--- src/rtl/exec_unit.sv ---
// Execute-side responder for the control unit: holds AC/E, runs register- and
// memory-reference ops, and answers each accepted op with a one-cycle o_ex_done.
module exec_unit #(
  parameter int RD_LAT = 1
) (
  input  logic        clk,
  input  logic        reset_n,
  input  logic        i_execute,
  input  logic [11:0] i_op,
  input  logic [11:0] i_addr,
  input  logic [7:0]  i_imm,
  output logic [11:0] o_mem_addr,
  output logic        o_mem_ce,
  output logic        o_mem_we,
  output logic [15:0] o_mem_wdata,
  input  logic [15:0] i_mem_rdata,
  output logic [15:0] o_ac,
  output logic        o_e,
  output logic        o_ex_done,
  output logic        o_pc_load,
  output logic [11:0] o_pc_target,
  output logic        o_skip,
  output logic        o_err,
  output logic [2:0]  o_dbg_state
);

  typedef enum logic [2:0] {
    IDLE    = 3'd0,
    EXEC    = 3'd1,
    RD_REQ  = 3'd2,
    RD_WAIT = 3'd3,
    WR      = 3'd4,
    DONE    = 3'd5
  } state_t;

  // Register-reference ops are kept as i_op[11:5]; indices below are into that field.
  localparam int R_CLA = 0;
  localparam int R_CLE = 1;
  localparam int R_CMA = 2;
  localparam int R_LDI = 3;
  localparam int R_CIR = 4;
  localparam int R_CIL = 5;
  localparam int R_INC = 6;
  localparam int CW    = (RD_LAT > 1) ? $clog2(RD_LAT) : 1;

  state_t         state_q;
  logic           exec_q;
  logic           armed_q;
  logic [6:0]     rop_q;
  logic           add_q;
  logic           lda_q;
  logic           isz_q;
  logic [11:0]    addr_q;
  logic [7:0]     imm_q;
  logic [15:0]    ac_q;
  logic           e_q;
  logic [CW-1:0]  wait_q;
  logic           mem_ce_q;
  logic           mem_we_q;
  logic [15:0]    mem_wdata_q;
  logic           done_q;
  logic           pc_load_q;
  logic           skip_q;
  logic           err_q;

  logic           start;
  logic           op_onehot;
  logic           op_mem_rd;
  logic [15:0]    rdata_inc;

  // Handshake: i_execute is a level request; one op is accepted per rising edge
  // seen while IDLE, and exactly one o_ex_done pulse answers it. A level already
  // high when reset is released is not an edge: armed_q waits for it to drop.
  assign start     = (state_q == IDLE) && i_execute && !exec_q && armed_q;
  assign op_onehot = (i_op != 12'd0) && ((i_op & (i_op - 12'd1)) == 12'd0);
  assign op_mem_rd = i_op[0] | i_op[1] | i_op[4];
  assign rdata_inc = i_mem_rdata + 16'd1;

  always_ff @(posedge clk or negedge reset_n) begin
    if (!reset_n) begin
      state_q     <= IDLE;
      exec_q      <= 1'b0;
      armed_q     <= 1'b0;
      rop_q       <= '0;
      add_q       <= 1'b0;
      lda_q       <= 1'b0;
      isz_q       <= 1'b0;
      addr_q      <= '0;
      imm_q       <= '0;
      ac_q        <= '0;
      e_q         <= 1'b0;
      wait_q      <= '0;
      mem_ce_q    <= 1'b0;
      mem_we_q    <= 1'b0;
      mem_wdata_q <= '0;
      done_q      <= 1'b0;
      pc_load_q   <= 1'b0;
      skip_q      <= 1'b0;
      err_q       <= 1'b0;
    end else begin
      exec_q    <= i_execute;
      armed_q   <= armed_q | ~i_execute;
      mem_ce_q  <= 1'b0;
      mem_we_q  <= 1'b0;
      done_q    <= 1'b0;
      pc_load_q <= 1'b0;
      skip_q    <= 1'b0;
      err_q     <= 1'b0;
      case (state_q)
        IDLE: begin
          if (start) begin
            rop_q  <= i_op[11:5];
            add_q  <= i_op[0];
            lda_q  <= i_op[1];
            isz_q  <= i_op[4];
            addr_q <= i_addr;
            imm_q  <= i_imm;
            if (!op_onehot) begin
              state_q <= DONE;
              done_q  <= 1'b1;
              err_q   <= 1'b1;
            end else if (i_op[3]) begin
              state_q   <= DONE;
              done_q    <= 1'b1;
              pc_load_q <= 1'b1;
            end else if (i_op[2]) begin
              state_q     <= WR;
              mem_ce_q    <= 1'b1;
              mem_we_q    <= 1'b1;
              mem_wdata_q <= ac_q;
            end else if (op_mem_rd) begin
              state_q  <= RD_REQ;
              mem_ce_q <= 1'b1;
            end else begin
              state_q <= EXEC;
            end
          end
        end
        EXEC: begin
          state_q <= DONE;
          done_q  <= 1'b1;
          if (rop_q[R_CLA]) begin
            ac_q <= '0;
          end else if (rop_q[R_CLE]) begin
            e_q <= 1'b0;
          end else if (rop_q[R_CMA]) begin
            ac_q <= ~ac_q;
          end else if (rop_q[R_LDI]) begin
            ac_q <= {8'h00, imm_q};
          end else if (rop_q[R_CIR]) begin
            ac_q <= {e_q, ac_q[15:1]};
            e_q  <= ac_q[0];
          end else if (rop_q[R_CIL]) begin
            ac_q <= {ac_q[14:0], e_q};
            e_q  <= ac_q[15];
          end else if (rop_q[R_INC]) begin
            ac_q <= ac_q + 16'd1;
          end
        end
        RD_REQ: begin
          state_q <= RD_WAIT;
          wait_q  <= CW'(RD_LAT - 1);
        end
        RD_WAIT: begin
          // Read data is valid only in the last wait cycle.
          if (wait_q == '0) begin
            if (isz_q) begin
              state_q     <= WR;
              mem_ce_q    <= 1'b1;
              mem_we_q    <= 1'b1;
              mem_wdata_q <= rdata_inc;
            end else begin
              state_q <= DONE;
              done_q  <= 1'b1;
              if (add_q) begin
                {e_q, ac_q} <= {1'b0, ac_q} + {1'b0, i_mem_rdata};
              end else if (lda_q) begin
                ac_q <= i_mem_rdata;
              end
            end
          end else begin
            wait_q <= wait_q - 1'b1;
          end
        end
        WR: begin
          state_q <= DONE;
          done_q  <= 1'b1;
          skip_q  <= isz_q && (mem_wdata_q == 16'd0);
        end
        DONE: begin
          state_q <= IDLE;
        end
        default: begin
          state_q <= IDLE;
        end
      endcase
    end
  end

  assign o_mem_addr  = addr_q;
  assign o_mem_ce    = mem_ce_q;
  assign o_mem_we    = mem_we_q;
  assign o_mem_wdata = mem_wdata_q;
  assign o_ac        = ac_q;
  assign o_e         = e_q;
  assign o_ex_done   = done_q;
  assign o_pc_load   = pc_load_q;
  assign o_pc_target = addr_q;
  assign o_skip      = skip_q;
  assign o_err       = err_q;
  assign o_dbg_state = state_q;

endmodule

--- config.mk ---
export PLATFORM = sky130hd
export DESIGN_NAME = exec_unit
export DESIGN_NICKNAME = d
export VERILOG_FILES = /design/src/rtl/exec_unit.sv
export SDC_FILE = /design/constraint.sdc
export NUM_CORES = 1
export LEC_CHECK = 0
export ABC_AREA = 1
export CAP_MARGIN = 10
export CORE_ASPECT_RATIO = 1.1
export CORE_UTILIZATION = 57
export CTS_CLUSTER_DIAMETER = 60
export DETAILED_ROUTE_END_ITERATION = 10
export MAX_ROUTING_LAYER = met4
export PLACE_DENSITY = 0.87
export SYNTH_ARGS = -nofsm -noshare
export SYNTH_HDL_FRONTEND = slang
export SYNTH_SLANG_ARGS = --single-unit
--- constraint.sdc ---
create_clock -name clk -period 3.9 [get_ports clk]
set_input_delay 0.78 -clock clk [delete_from_list [all_inputs] [get_ports clk]]
set_output_delay 0.78 -clock clk [all_outputs]
set_load 0.02 [all_outputs]
=== Word-level counts from Yosys, hierarchy flattened ===
Cells that the tools add are included.

* Input port bits: 51
* Bits in registers: 75

* Reduce and logical (&&, ||, !) cells: 19
* Add/sub/neg operators: 5
* Equal/unequal tests: 19
* Bitwise logic cells: 6
* Mux-type cells: 65

{| class="wikitable"
|+ Operators with widths
! kind !! number
|-
| $mux 16 || 17
|-
| $pmux 16 s2 || 2
|-
| $mux 1 || 34
|-
| $add 16x1->16 const B || 2
|-
| $ne 2x2->1 const B || 9
|-
| $add 16x16->17 || 1
|-
| $logic_not 16->1 || 1
|-
| $not 16->16 || 1
|-
| $mux 3 || 5
|-
| $and 12x12->12 || 1
|-
| $logic_not 12->1 || 1
|-
| $ne 3x3->1 const B || 4
|-
| $pmux 3 s4 || 1
|-
| $reduce_bool 12->1 || 1
|-
| $sub 12x1->12 const B || 1
|-
| $pmux 1 s2 || 4
|-
| $reduce_and 8->1 || 1
|-
| $ne 7x7->1 const B || 1
|-
| $reduce_and 7->1 || 1
|-
| $eq 3x2->1 const B || 2
|-
| $reduce_and 6->1 || 1
|-
| $reduce_bool 2->1 || 3
|-
| $logic_and 1x1->1 || 5
|-
| $ne 4x4->1 const B || 1
|-
| 11 further kinds || 14
|}

=== Depth between registers and ports, before layout ===
Gate-level depths: netlist (run 1).

* Depth in word-level cells: 9
* Mapped depth: 16
* Mapped depth without buffers: 16

=== Worst setup path after synthesis (run 1) ===
OpenSTA, ideal clock, no wires.

* Path type: in2reg
* Start point: input port i_mem_rdata[0]
* End point: register ac_q[8] (netlist: o_ac[8])
* Buffers on the path: 0
* Arrival: 2.191 ns
* Cell stages on the path: 15
* Path slack: 1.592 ns
* Library setup time: 0.116 ns
* Cells stage by stage: ha_1 -> inv_1 -> fa_1 -> inv_1 -> nand3_1 -> nand2_1 -> nand2_1 -> nand2_1 -> nand2_1 -> nand3_1 -> nand2_1 -> o21ai_0 -> nand2_1 -> nand2_1 -> nand2_1

* Cells in the longest elaborated chain, start to end: 5

{| class="wikitable"
|+ Ends and longest elaborated chain
! element !! RTL line !! source
|-
| start: declaration || 16 || <nowiki>input logic [15:0] i_mem_rdata,</nowiki>
|-
| $add 16x16->17 || 176 || <nowiki>{e_q, ac_q} <= {1'b0, ac_q} + {1'b0, i_mem_rdata};</nowiki>
|-
| $mux 16 || 175 || <nowiki>if (add_q) begin</nowiki>
|-
| $mux 16 || 167 || <nowiki>if (isz_q) begin</nowiki>
|-
| $mux 16 || 166 || <nowiki>if (wait_q == '0) begin</nowiki>
|-
| $pmux 16 s2 || 109 || <nowiki>case (state_q)</nowiki>
|-
| end signal: assignment || 157 || <nowiki>ac_q <= ac_q + 16'd1;</nowiki>
|-
| end signal: assignment || 176 ||
|-
| end signal: assignment || 178 || <nowiki>ac_q <= i_mem_rdata;</nowiki>
|-
| end: declaration || 55 || <nowiki>logic [15:0] ac_q;</nowiki>
|}

Every way passes these cells. The select of a mux whose other input is x is not followed.
A chain may end at the register's enable or synchronous reset.

=== Final worst setup path (run 1) ===
Ends and elaborated chain as after synthesis.

==> impl_metrics.env, run 1 <==
export IMPL_critical_path_required_ns=4.17
export IMPL_cts_max_level=3
export IMPL_clk_pin_slew_worst_paths_ns=0.09
export IMPL_chipWidth_um=98.9
export IMPL_internal_power_of_the_cells_mw=2.65
export IMPL_postRouteWirelength_um=17100
export IMPL_r2r_worst_path_cells=11
export IMPL_synth_enable_flop_cells=0
export IMPL_clockBufferDepth=2
export IMPL_synth_simple_gate_area_share_pct=37.3
export IMPL_synth_area_mux_share_pct=0
export IMPL_most_common_cell_after_layout_fill_and_taps_aside="sky130_fd_sc_hd__nand2_1"
export IMPL_antenna_found_initial=0
export IMPL_clock_sinks=74
export IMPL_synthAdderAreaFrac_pct=4.17
export IMPL_power_ir_vdd_worst_v=0.000596
export IMPL_rsz0062_at_grt="no"
export IMPL_die_height_um=109
export IMPL_fin_crit_ns=2.82
export IMPL_total_placed_instance_area_mm2=0.00694
export IMPL_timing_hold_violations_final=0
export IMPL_total_leakage_power_nw=3.48
export IMPL_switching_power_mw=2.69
export IMPL_power_share_clock_pct=12.7
export IMPL_core_area_mm2=0.00994
export IMPL_grt_overflow_total=0
export IMPL_seq_power_share_pct=28.9
export IMPL_timing_hold_worst_class="flop to flop"
export IMPL_syn_avg_cell_area_um2=6.42
export IMPL_portBuffers=116
export IMPL_final_max_slew_viol_count=0
export IMPL_postSynthCellCount=917
export IMPL_cts_buffers_inserted=9
export IMPL_gr_usage_met1_pct=43.4
export IMPL_critPathCaptureType="flop"
export IMPL_grt_util_met2_pct=54.2
export IMPL_number_of_flip_flops_and_latches_in_the_synthesized_netlist=74
export IMPL_root_buffer="sky130_fd_sc_hd__clkbuf_8"
export IMPL_detail_route_first_pass_iterations=5
export IMPL_detailedRoute_firstIterationViolations=466
export IMPL_worst_path_max_fanout=5
export IMPL_totalPowerFinal_mw=5.34
export IMPL_synthFlopType="sky130_fd_sc_hd__dfrtp_1"
export IMPL_global_placer_s_final_weighted_congestion=0.937
export IMPL_num_antenna_cells=0
export IMPL_groute_usage_overall_pct=33.7
export IMPL_synthArstFlopShare_pct=100
export IMPL_hold_buffers=0
export IMPL_arrival_ns=3.10
export IMPL_vias_per_cell=5.68
export IMPL_max_cap_violation_count=0
export IMPL_synth_sequential_area_ratio_pct=31.5
export IMPL_xor_and_xnor_fraction_of_the_mapped_netlist_area_pct=2.08
export IMPL_design_portCount=117
export IMPL_grt_max_degree=75
export IMPL_critical_path_startpoint_type="input pin"
export IMPL_status="finished, final reports clean"
export IMPL_setup_tns_ns=0
export IMPL_initial_core_util_pct=59.2
export IMPL_p_sw_share_pct=50.4
export IMPL_gr_max_usage_layer="met2"
export IMPL_yosys_warn_count=0
export IMPL_post_cts_resize_count=0
export IMPL_synth_cell_types=45
export IMPL_route_antenna_remaining_nets=0
export IMPL_max_slew_margin_rel_pct=36.9
export IMPL_setup_viol=0
export IMPL_worst_clock_skew_ns=0.0180
export IMPL_grt_pass1_wl_um=27700
export IMPL_layout_common_cells="306 x sky130_fd_sc_hd__nand2_1, 115 x sky130_fd_sc_hd__clkdlybuf4s50_1, 90 x sky130_fd_sc_hd__inv_1, 77 x sky130_fd_sc_hd__nor2_1, 76 x sky130_fd_sc_hd__nand3_1"
export IMPL_number_of_cells_on_the_worst_hold_path=2
export IMPL_synth_top_family_by_area="simple AND/OR/NAND/NOR gates"
export IMPL_cts_setup_buffers=0
export IMPL_area_of_the_die_mm2=0.0107
export IMPL_detailedPlacementHpwl_um=12500
export IMPL_synth_compound_area_share_pct=14.2
export IMPL_std_cell_rows=38
export IMPL_worstMarginPinSlew_ns=0.947
export IMPL_category_of_the_most_critical_setup_path="input pin to flop"
export IMPL_wl_per_cell_um=15.2
export IMPL_tritoncts_clock_tree="built"
export IMPL_clkLatencyLatePin_ns=0.37
export IMPL_comb_power_share_pct=58.5
export IMPL_holdWs_ns=0.467
export IMPL_stdcell_area_mm2=0.00715
export IMPL_num_fill_cells=851
export IMPL_via_count_of_the_first_global_routing_pass=5806
export IMPL_detailroute_via_count=6376
export IMPL_post_route_period_util_pct=72.4
export IMPL_final_net_count=1068
export IMPL_fraction_of_layout_cells_with_a_size_suffix_above_1_pct=4.79
export IMPL_fmax_ghz=0.354
export IMPL_grt_util_met3_pct=5.11
export IMPL_ff2ff_setup_slack_ns=1.28
export IMPL_flow_area_growth_from_synthesis_pct=21.6
export IMPL_cell_area_after_synthesis_mm2=0.00588
export IMPL_fin_util_pct=72.0
export IMPL_drt_drc_violations_left=0
export IMPL_synthesized_net_count=987
export IMPL_areal_power_density_over_the_cells_mw_per_mm2=747
-- power groups by stage --
stage | clock, mW | sequential (mW) | combinational [mW]
CTS | 0.677 | 1.52 | 3.09
detailed placement | 0 | 1.54 | 3.07
global route | 0.704 | 1.58 | 3.48
global placement | 0 | 1.53 | 3.02
finish | 0.676 | 1.54 | 3.12
floorplan | 0 | 1.54 | 2.07
-- per-stage QoR --
step / std cells / setup slack [ns]
6_report: 1122 / 1.08
5_1_grt: 1122 / 0.887
4_1_cts: 1122 / 1.11
3_5_place_dp: 1107 / 0.736
3_3_place_gp: 1107 / 0.813
2_1_floorplan: 917 / 1.59
-- registers in the layout (all words and copies together), names as in the netlist --
signal	cells
o_skip	1
isz_q	1
rop_q	7
lda_q	1
o_err	1
imm_q	8
exec_q	1
o_ac	16
o_mem_wdata	16
o_pc_load	1
armed_q	1
o_mem_addr	12
add_q	1
o_e	1
o_mem_we	1
o_dbg_state	3
o_ex_done	1
o_mem_ce	1
-- routing by layer --
layer / part of all wire [%] / routed length, um
met1: 43 / 7280
met2: 47 / 8070
met3: 7.9 / 1360
met4: 2.1 / 354
met5: 0 / 0
-- worst paths after layout --
kind	start	endpoint
max	i_mem_rdata[0]	o_ac[8]
min	armed_q	armed_q
max reg2reg	o_dbg_state[2]	o_ac[15]
min reg2reg	armed_q	armed_q
max in group asynchronous	reset_n	imm_q[4]
min in group asynchronous	reset_n	o_mem_wdata[13]
-- Yosys cell counts, types with 10 or more instances --
| master | instances | share of area [%] |
|---|---|---|
| sky130_fd_sc_hd__a21oi_1 | 54 | 4.6 |
| sky130_fd_sc_hd__buf_4 | 13 | 1.7 |
| sky130_fd_sc_hd__clkbuf_1 | 25 | 1.6 |
| sky130_fd_sc_hd__dfrtp_1 | 74 | 31 |
| sky130_fd_sc_hd__ha_1 | 18 | 3.8 |
| sky130_fd_sc_hd__inv_1 | 90 | 5.7 |
| sky130_fd_sc_hd__nand2_1 | 306 | 20 |
| sky130_fd_sc_hd__nand3_1 | 76 | 6.5 |
| sky130_fd_sc_hd__nand4_1 | 14 | 1.5 |
| sky130_fd_sc_hd__nor2_1 | 77 | 4.9 |
| sky130_fd_sc_hd__nor3_1 | 10 | 0.85 |
| sky130_fd_sc_hd__o21ai_0 | 66 | 5.6 |
| sky130_fd_sc_hd__xor2_1 | 11 | 1.6 |
-- area by class of cell --
cell class	count	area [um^2]	share of cell area (%)
timing repair buffer	118	1170	16.4
clock buffer	9	124	1.73
inverter	98	368	5.14
multi-input combinational	697	3400	47.5
sequential	74	1850	25.9
clock inverter	6	90.1	1.26
tap	120	150	2.10
-- critical path, stage by stage --
cell and delay, ns:
sky130_fd_sc_hd__clkdlybuf4s50_1 0.56, sky130_fd_sc_hd__ha_1 0.20, sky130_fd_sc_hd__inv_1 0.06, sky130_fd_sc_hd__fa_1 0.41, sky130_fd_sc_hd__inv_1 0.11, sky130_fd_sc_hd__nand3_1 0.07, sky130_fd_sc_hd__nand2_1 0.13, sky130_fd_sc_hd__nand2_1 0.06
sky130_fd_sc_hd__nand2_1 0.11, sky130_fd_sc_hd__nand2_1 0.09, sky130_fd_sc_hd__nand3_1 0.07, sky130_fd_sc_hd__nand2_1 0.05, sky130_fd_sc_hd__o21ai_0 0.22, sky130_fd_sc_hd__nand2_1 0.08, sky130_fd_sc_hd__nand2_1 0.06, sky130_fd_sc_hd__nand2_1 0.05
-- cells by family (layout without fill, tap and decap cells) --
family | Yosys count | count (layout)
buffers and inverters | 146 | 231
and+or+nand+nor | 512 | 512
xor gates and xnor gates | 14 | 14
adders and majority gates | 19 | 19
DFF | 74 | 74
AOI/OAI and AO/OA | 152 | 152
No activity file was read; power rests on OpenSTA's default activity.
==> run 2: changes to the inputs <==
--- a/config.mk
+++ b/config.mk
@@ -8,11 +8,11 @@
 export ABC_AREA = 1
 export CAP_MARGIN = 10
 export CORE_ASPECT_RATIO = 1.1
-export CORE_UTILIZATION = 57
+export CORE_UTILIZATION = 53
 export CTS_CLUSTER_DIAMETER = 60
 export DETAILED_ROUTE_END_ITERATION = 10
 export MAX_ROUTING_LAYER = met4
-export PLACE_DENSITY = 0.87
+export PLACE_DENSITY = 0.82
 export SYNTH_ARGS = -nofsm -noshare
 export SYNTH_HDL_FRONTEND = slang
 export SYNTH_SLANG_ARGS = --single-unit
==> constraint.sdc (replaced) <==
create_clock -name clk -period 3 [get_ports clk]
set_input_delay 0.6 -clock clk [delete_from_list [all_inputs] [get_ports clk]]
set_output_delay 0.6 -clock clk [all_outputs]
set_load 0.02 [all_outputs]
==> impl_metrics.env, run 2 (same netlist as run 1, synthesis figures left out) <==
export IMPL_status="finished, final reports clean"
export IMPL_timing_hold_worst_class="input pin to asynchronous set/reset pin"
export IMPL_fin_cells=1162
export IMPL_place_detailed_instances=1146
export IMPL_vias_per_cell=5.47
export IMPL_detail_route_first_pass_iterations=5
export IMPL_internal_power_of_the_cells_mw=3.77
export IMPL_total_leakage_power_nw=3.60
export IMPL_post_route_period_util_pct=85.8
export IMPL_groute_usage_overall_pct=32.1
export IMPL_grt_overflow_total=0
export IMPL_num_antenna_cells=0
export IMPL_totalPowerFinal_mw=7.33
export IMPL_critPathTopFamily="simple AND/OR/NAND/NOR gates"
export IMPL_final_setup_worst_slack_ns=0.427
export IMPL_gr_usage_met1_pct=41.7
export IMPL_fraction_of_layout_cells_with_a_size_suffix_above_1_pct=6.28
export IMPL_grt_pass1_wl_um=28000
export IMPL_detailedRoute_firstIterationViolations=497
export IMPL_clkLatencyLatePin_ns=0.34
export IMPL_final_net_count=1084
export IMPL_critical_path_required_ns=3.23
export IMPL_core_area_mm2=0.0106
export IMPL_setup_viol=0
export IMPL_total_placed_instance_area_mm2=0.00709
export IMPL_via_count_of_the_first_global_routing_pass=5804
export IMPL_final_max_slew_viol_count=0
export IMPL_rsz0062_at_grt="no"
export IMPL_cts_buffers_inserted=9
export IMPL_num_fill_cells=923
export IMPL_chipWidth_um=102
export IMPL_detailedPlacementHpwl_um=13100
export IMPL_global_placer_s_final_weighted_congestion=0.978
export IMPL_timing_hold_violations_final=0
export IMPL_antenna_found_initial=0
export IMPL_hold_buffers=0
export IMPL_detailroute_via_count=6353
export IMPL_worst_path_max_delay_cell="sky130_fd_sc_hd__clkdlybuf4s50_1"
export IMPL_clockBufferDepth=2
export IMPL_switching_power_mw=3.56
export IMPL_std_cell_rows=39
export IMPL_arrival_ns=2.80
export IMPL_areal_power_density_over_the_cells_mw_per_mm2=990
export IMPL_stdcell_area_mm2=0.00741
export IMPL_die_height_um=113
export IMPL_critical_path_n_buffers_inverters=3
export IMPL_wl_per_cell_um=15.0
export IMPL_clk_pin_slew_worst_paths_ns=0.06
export IMPL_grt_max_degree=75
export IMPL_layout_common_cells="306 x sky130_fd_sc_hd__nand2_1, 115 x sky130_fd_sc_hd__clkdlybuf4s50_1, 90 x sky130_fd_sc_hd__inv_1, 77 x sky130_fd_sc_hd__nor2_1, 76 x sky130_fd_sc_hd__nand3_1"
export IMPL_cts_max_level=3
export IMPL_worst_path_max_fanout=3
export IMPL_comb_power_share_pct=57.7
export IMPL_grt_util_met3_pct=6.16
export IMPL_most_common_cell_after_layout_fill_and_taps_aside="sky130_fd_sc_hd__nand2_1"
export IMPL_worst_path_stages=16
export IMPL_fin_util_pct=70.0
export IMPL_tritoncts_clock_tree="built"
export IMPL_r2r_end="o_ac[14]"
export IMPL_p_sw_share_pct=48.5
export IMPL_fmax_ghz=0.389
export IMPL_category_of_the_most_critical_setup_path="input pin to flop"
export IMPL_clock_sinks=74
export IMPL_timing_critical_path_to="o_ac[14]"
export IMPL_crit_top_cell="sky130_fd_sc_hd__nand2_1"
export IMPL_portBuffers=116
export IMPL_design_portCount=117
export IMPL_seqCellArea_mm2=0.00185
export IMPL_worstMarginPinSlew_ns=0.951
export IMPL_critical_path_cell_chain="clkdlybuf4s50_1, ha_1, inv_1, fa_1, inv_1, nand3_1, nand2_1, nand2_1, nand2_1, nand3_1, nand3_1, nand3_1, nand2_1, nand2_1, nand2_1, nand2_1"
export IMPL_ff2ff_setup_slack_ns=0.66
export IMPL_fin_crit_ns=2.57
export IMPL_power_share_clock_pct=16.0
export IMPL_worstSetupStartpoint="i_mem_rdata[0]"
export IMPL_worst_clock_skew_ns=0.0139
export IMPL_critPathCaptureType="flop"
export IMPL_route_antenna_remaining_nets=0
export IMPL_seq_power_share_pct=26.4
export IMPL_cts_setup_buffers=0
export IMPL_critical_path_startpoint_type="input pin"
export IMPL_max_cap_violation_count=0
export IMPL_post_cts_resize_count=0
export IMPL_drt_drc_violations_left=0
export IMPL_initial_core_util_pct=55.6
export IMPL_flow_area_growth_from_synthesis_pct=25.9
export IMPL_launching_point_of_the_worst_reg2reg_path="o_ac[0]"
export IMPL_grt_util_met2_pct=49.7
export IMPL_postRouteWirelength_um=17400
export IMPL_setup_tns_ns=0
export IMPL_area_of_the_die_mm2=0.0115
export IMPL_r2r_worst_path_cells=15
export IMPL_minimum_setup_slack_after_placement_ns=0.181
export IMPL_multiInputGateArea_mm2=0.00340
export IMPL_max_slew_margin_rel_pct=36.6
export IMPL_root_buffer="sky130_fd_sc_hd__clkbuf_16"
export IMPL_holdWs_ns=0.385
export IMPL_power_ir_vdd_worst_v=0.000620
export IMPL_gr_max_usage_layer="met2"
export IMPL_critPathMaxStageDelay_ns=0.53
==> run 2: cell types whose count changed in the layout (fill, tap and decap cells not counted) <==
cell	before	now
sky130_fd_sc_hd__buf_4	3	19
sky130_fd_sc_hd__clkbuf_16	0	9
sky130_fd_sc_hd__clkbuf_8	9	0
sky130_fd_sc_hd__clkbuf_1	0	1
==> run 2: worst min path at each step <==
stage,slack (ns),endpoint,startpoint
floorplan,0.30,add_q,reset_n
global placement,0.42,armed_q,armed_q
detailed placement,0.44,armed_q,armed_q
CTS,0.45,o_dbg_state[0],reset_n
global route,0.47,armed_q,armed_q
finish,0.38,o_mem_wdata[10],reset_n
==> run 2: final cells by class <==
type                    count  share of cell area (%)
clock buffers              10                    3.09
clock inverters             6                    1.22
inverters                  98                    4.97
multi-input cells         697                    45.8
flip-flops and latches     74                    25.0
well taps                 143                    2.42
repair buffers            134                    17.5
==> run 2: routing by layer <==
metal	routed length (um)	part of all wire, %
met2	8210	47
met1	7490	43
met5	0	0
met4	363	2.1
met3	1340	7.7
==> run 2: power by group through the flow <==
stage	sequential, mW	combinational [mW]	clock [mW]
floorplan	2.00	2.69	0
global placement	1.93	4.11	0
detailed placement	1.93	4.16	0
CTS	1.92	4.20	1.17
global route	1.98	4.67	1.22
finish	1.93	4.23	1.17
==> run 2: worst register-to-register path: cells and delay by family, from the launching register on <==
kind	cells	cell delay (ns)
fa+ha+maj	2	0.65
buf+inv	2	0.16
simple gates	11	0.91
flops	1	0.52
==> run 3: changes to the inputs <==
--- a/config.mk
+++ b/config.mk
@@ -12,7 +12,7 @@
 export CTS_CLUSTER_DIAMETER = 60
 export DETAILED_ROUTE_END_ITERATION = 10
 export MAX_ROUTING_LAYER = met4
-export PLACE_DENSITY = 0.82
+export PLACE_DENSITY_LB_ADDON = 0.1
 export SYNTH_ARGS = -nofsm -noshare
 export SYNTH_HDL_FRONTEND = slang
 export SYNTH_SLANG_ARGS = --single-unit
==> constraint.sdc (replaced) <==
create_clock -name clk -period 3 [get_ports clk]
set_input_delay 0.6 -clock clk [delete_from_list [all_inputs] [get_ports clk]]
set_output_delay 0.6 -clock clk [all_outputs]
set_load 0.005 [all_outputs]
==> impl_metrics.env, run 3 (same netlist as run 1, synthesis figures left out) <==
export IMPL_status="finished, final reports clean"
export IMPL_cts_setup_buffers=0
export IMPL_num_antenna_cells=0
export IMPL_fin_util_pct=69.7
export IMPL_crit_top_cell="sky130_fd_sc_hd__nand2_1"
export IMPL_worst_path_max_delay_cell="sky130_fd_sc_hd__clkdlybuf4s50_1"
export IMPL_holdWs_ns=0.395
export IMPL_detailedRoute_firstIterationViolations=388
export IMPL_grt_pass1_wl_um=28900
export IMPL_postRouteWirelength_um=17900
export IMPL_flow_area_growth_from_synthesis_pct=25.4
export IMPL_worst_clock_skew_ns=0.00693
export IMPL_hold_buffers=0
export IMPL_total_leakage_power_nw=3.59
export IMPL_final_setup_worst_slack_ns=0.512
export IMPL_setup_viol=0
export IMPL_critPathMaxStageDelay_ns=0.58
export IMPL_clock_sinks=74
export IMPL_clockBufferDepth=2
export IMPL_critical_path_required_ns=3.24
export IMPL_clk_pin_slew_worst_paths_ns=0.06
export IMPL_root_buffer="sky130_fd_sc_hd__clkbuf_16"
export IMPL_grt_max_degree=75
export IMPL_die_height_um=113
export IMPL_design_portCount=117
export IMPL_critical_path_startpoint_type="input pin"
export IMPL_category_of_the_most_critical_setup_path="input pin to flop"
export IMPL_fin_cells=1159
export IMPL_areal_power_density_over_the_cells_mw_per_mm2=942
export IMPL_timing_critical_path_to="o_ac[8]"
export IMPL_timing_hold_worst_class="input pin to asynchronous set/reset pin"
export IMPL_post_route_period_util_pct=82.9
export IMPL_groute_usage_overall_pct=33.6
export IMPL_worst_path_max_fanout=5
export IMPL_route_antenna_remaining_nets=0
export IMPL_totalPowerFinal_mw=6.95
export IMPL_arrival_ns=2.73
export IMPL_antenna_found_initial=0
export IMPL_fin_crit_ns=2.49
export IMPL_r2r_worst_path_cells=14
export IMPL_max_cap_violation_count=0
export IMPL_fraction_of_layout_cells_with_a_size_suffix_above_1_pct=6.10
export IMPL_launching_point_of_the_worst_reg2reg_path="o_ac[1]"
export IMPL_stdcell_area_mm2=0.00738
export IMPL_rsz0062_at_grt="no"
export IMPL_place_detailed_instances=1143
export IMPL_worstSetupStartpoint="i_mem_rdata[1]"
export IMPL_detail_route_first_pass_iterations=5
export IMPL_cts_buffers_inserted=9
export IMPL_std_cell_rows=39
export IMPL_clkLatencyLatePin_ns=0.35
export IMPL_worstMarginPinSlew_ns=0.953
export IMPL_drt_drc_violations_left=0
export IMPL_most_common_cell_after_layout_fill_and_taps_aside="sky130_fd_sc_hd__nand2_1"
export IMPL_max_slew_margin_rel_pct=36.5
export IMPL_area_of_the_die_mm2=0.0115
export IMPL_portBuffers=116
export IMPL_detailedPlacementHpwl_um=13100
export IMPL_critical_path_cell_chain="clkdlybuf4s50_1, inv_1, fa_1, inv_1, nand3_1, nand2_1, nand2_1, nand2_1, nand2_1, nand3_1, nand2_1, o21ai_0, nand2_1, nand2_1, nand2_1"
export IMPL_wl_per_cell_um=15.4
export IMPL_grt_overflow_total=0
export IMPL_fmax_ghz=0.402
export IMPL_setup_tns_ns=0
export IMPL_vias_per_cell=5.54
export IMPL_detailroute_via_count=6417
export IMPL_total_placed_instance_area_mm2=0.00707
export IMPL_critPathCaptureType="flop"
export IMPL_timing_hold_violations_final=0
export IMPL_layout_common_cells="306 x sky130_fd_sc_hd__nand2_1, 115 x sky130_fd_sc_hd__clkdlybuf4s50_1, 90 x sky130_fd_sc_hd__inv_1, 77 x sky130_fd_sc_hd__nor2_1, 76 x sky130_fd_sc_hd__nand3_1"
export IMPL_chipWidth_um=102
export IMPL_global_placer_s_final_weighted_congestion=0.960
export IMPL_initial_core_util_pct=55.6
export IMPL_r2r_end="o_ac[8]"
export IMPL_core_area_mm2=0.0106
export IMPL_via_count_of_the_first_global_routing_pass=5797
export IMPL_ff2ff_setup_slack_ns=0.72
export IMPL_final_net_count=1081
export IMPL_cts_max_level=3
export IMPL_tritoncts_clock_tree="built"
export IMPL_post_cts_resize_count=0
export IMPL_minimum_setup_slack_after_placement_ns=0.180
export IMPL_final_max_slew_viol_count=0
export IMPL_power_ir_vdd_worst_v=0.000592
[run 3: final cells by class]
cell class / instances / area (um^2)
clock buffers: 11 / 253
clock inverters: 5 / 61.3
fillers: 998 / 3210
inverters: 98 / 368
multi-input cells: 697 / 3400
flip-flops and latches: 74 / 1850
well taps: 143 / 179
repair buffers: 131 / 1270
[run 3: worst min path at each step]
| stage | startpoint | cells past startpoint | slack (ns) | to |
|---|---|---|---|---|
| 6_report | reset_n | 1 | 0.39 | o_ac[9] |
| 3_3_place_gp | armed_q | 2 | 0.43 | armed_q |
| 4_1_cts | reset_n | 1 | 0.43 | o_ac[9] |
| 3_5_place_dp | armed_q | 2 | 0.44 | armed_q |
| 2_1_floorplan | reset_n | 0 | 0.30 | add_q |
| 5_1_grt | armed_q | 2 | 0.48 | armed_q |
[run 3: report_power, final]
group	total [mW]	switching (mW)	internal (mW)
combinational	3.90	2.25	1.65
clock	1.14	0.443	0.693
sequential	1.91	0.534	1.38
total	6.95	3.23	3.73
[run 3: critical path, delay by kind of cell]
| kind | cells | cell delay [ns] |
|---|---|---|
| AOI/OAI and AO/OA | 1 | 0.15 |
| and+or+nand+nor | 10 | 0.73 |
| buffers and inverters | 3 | 0.77 |
| adders and majority gates | 1 | 0.47 |
[run 3: routing by layer]
metal	global-route usage [%]	wire [um]	vias up
met5	-	0	-
met4	9.14	337	0
met3	6.04	1510	34
met2	51.4	8310	281
met1	45.4	7710	2931
li1	-	-	3171
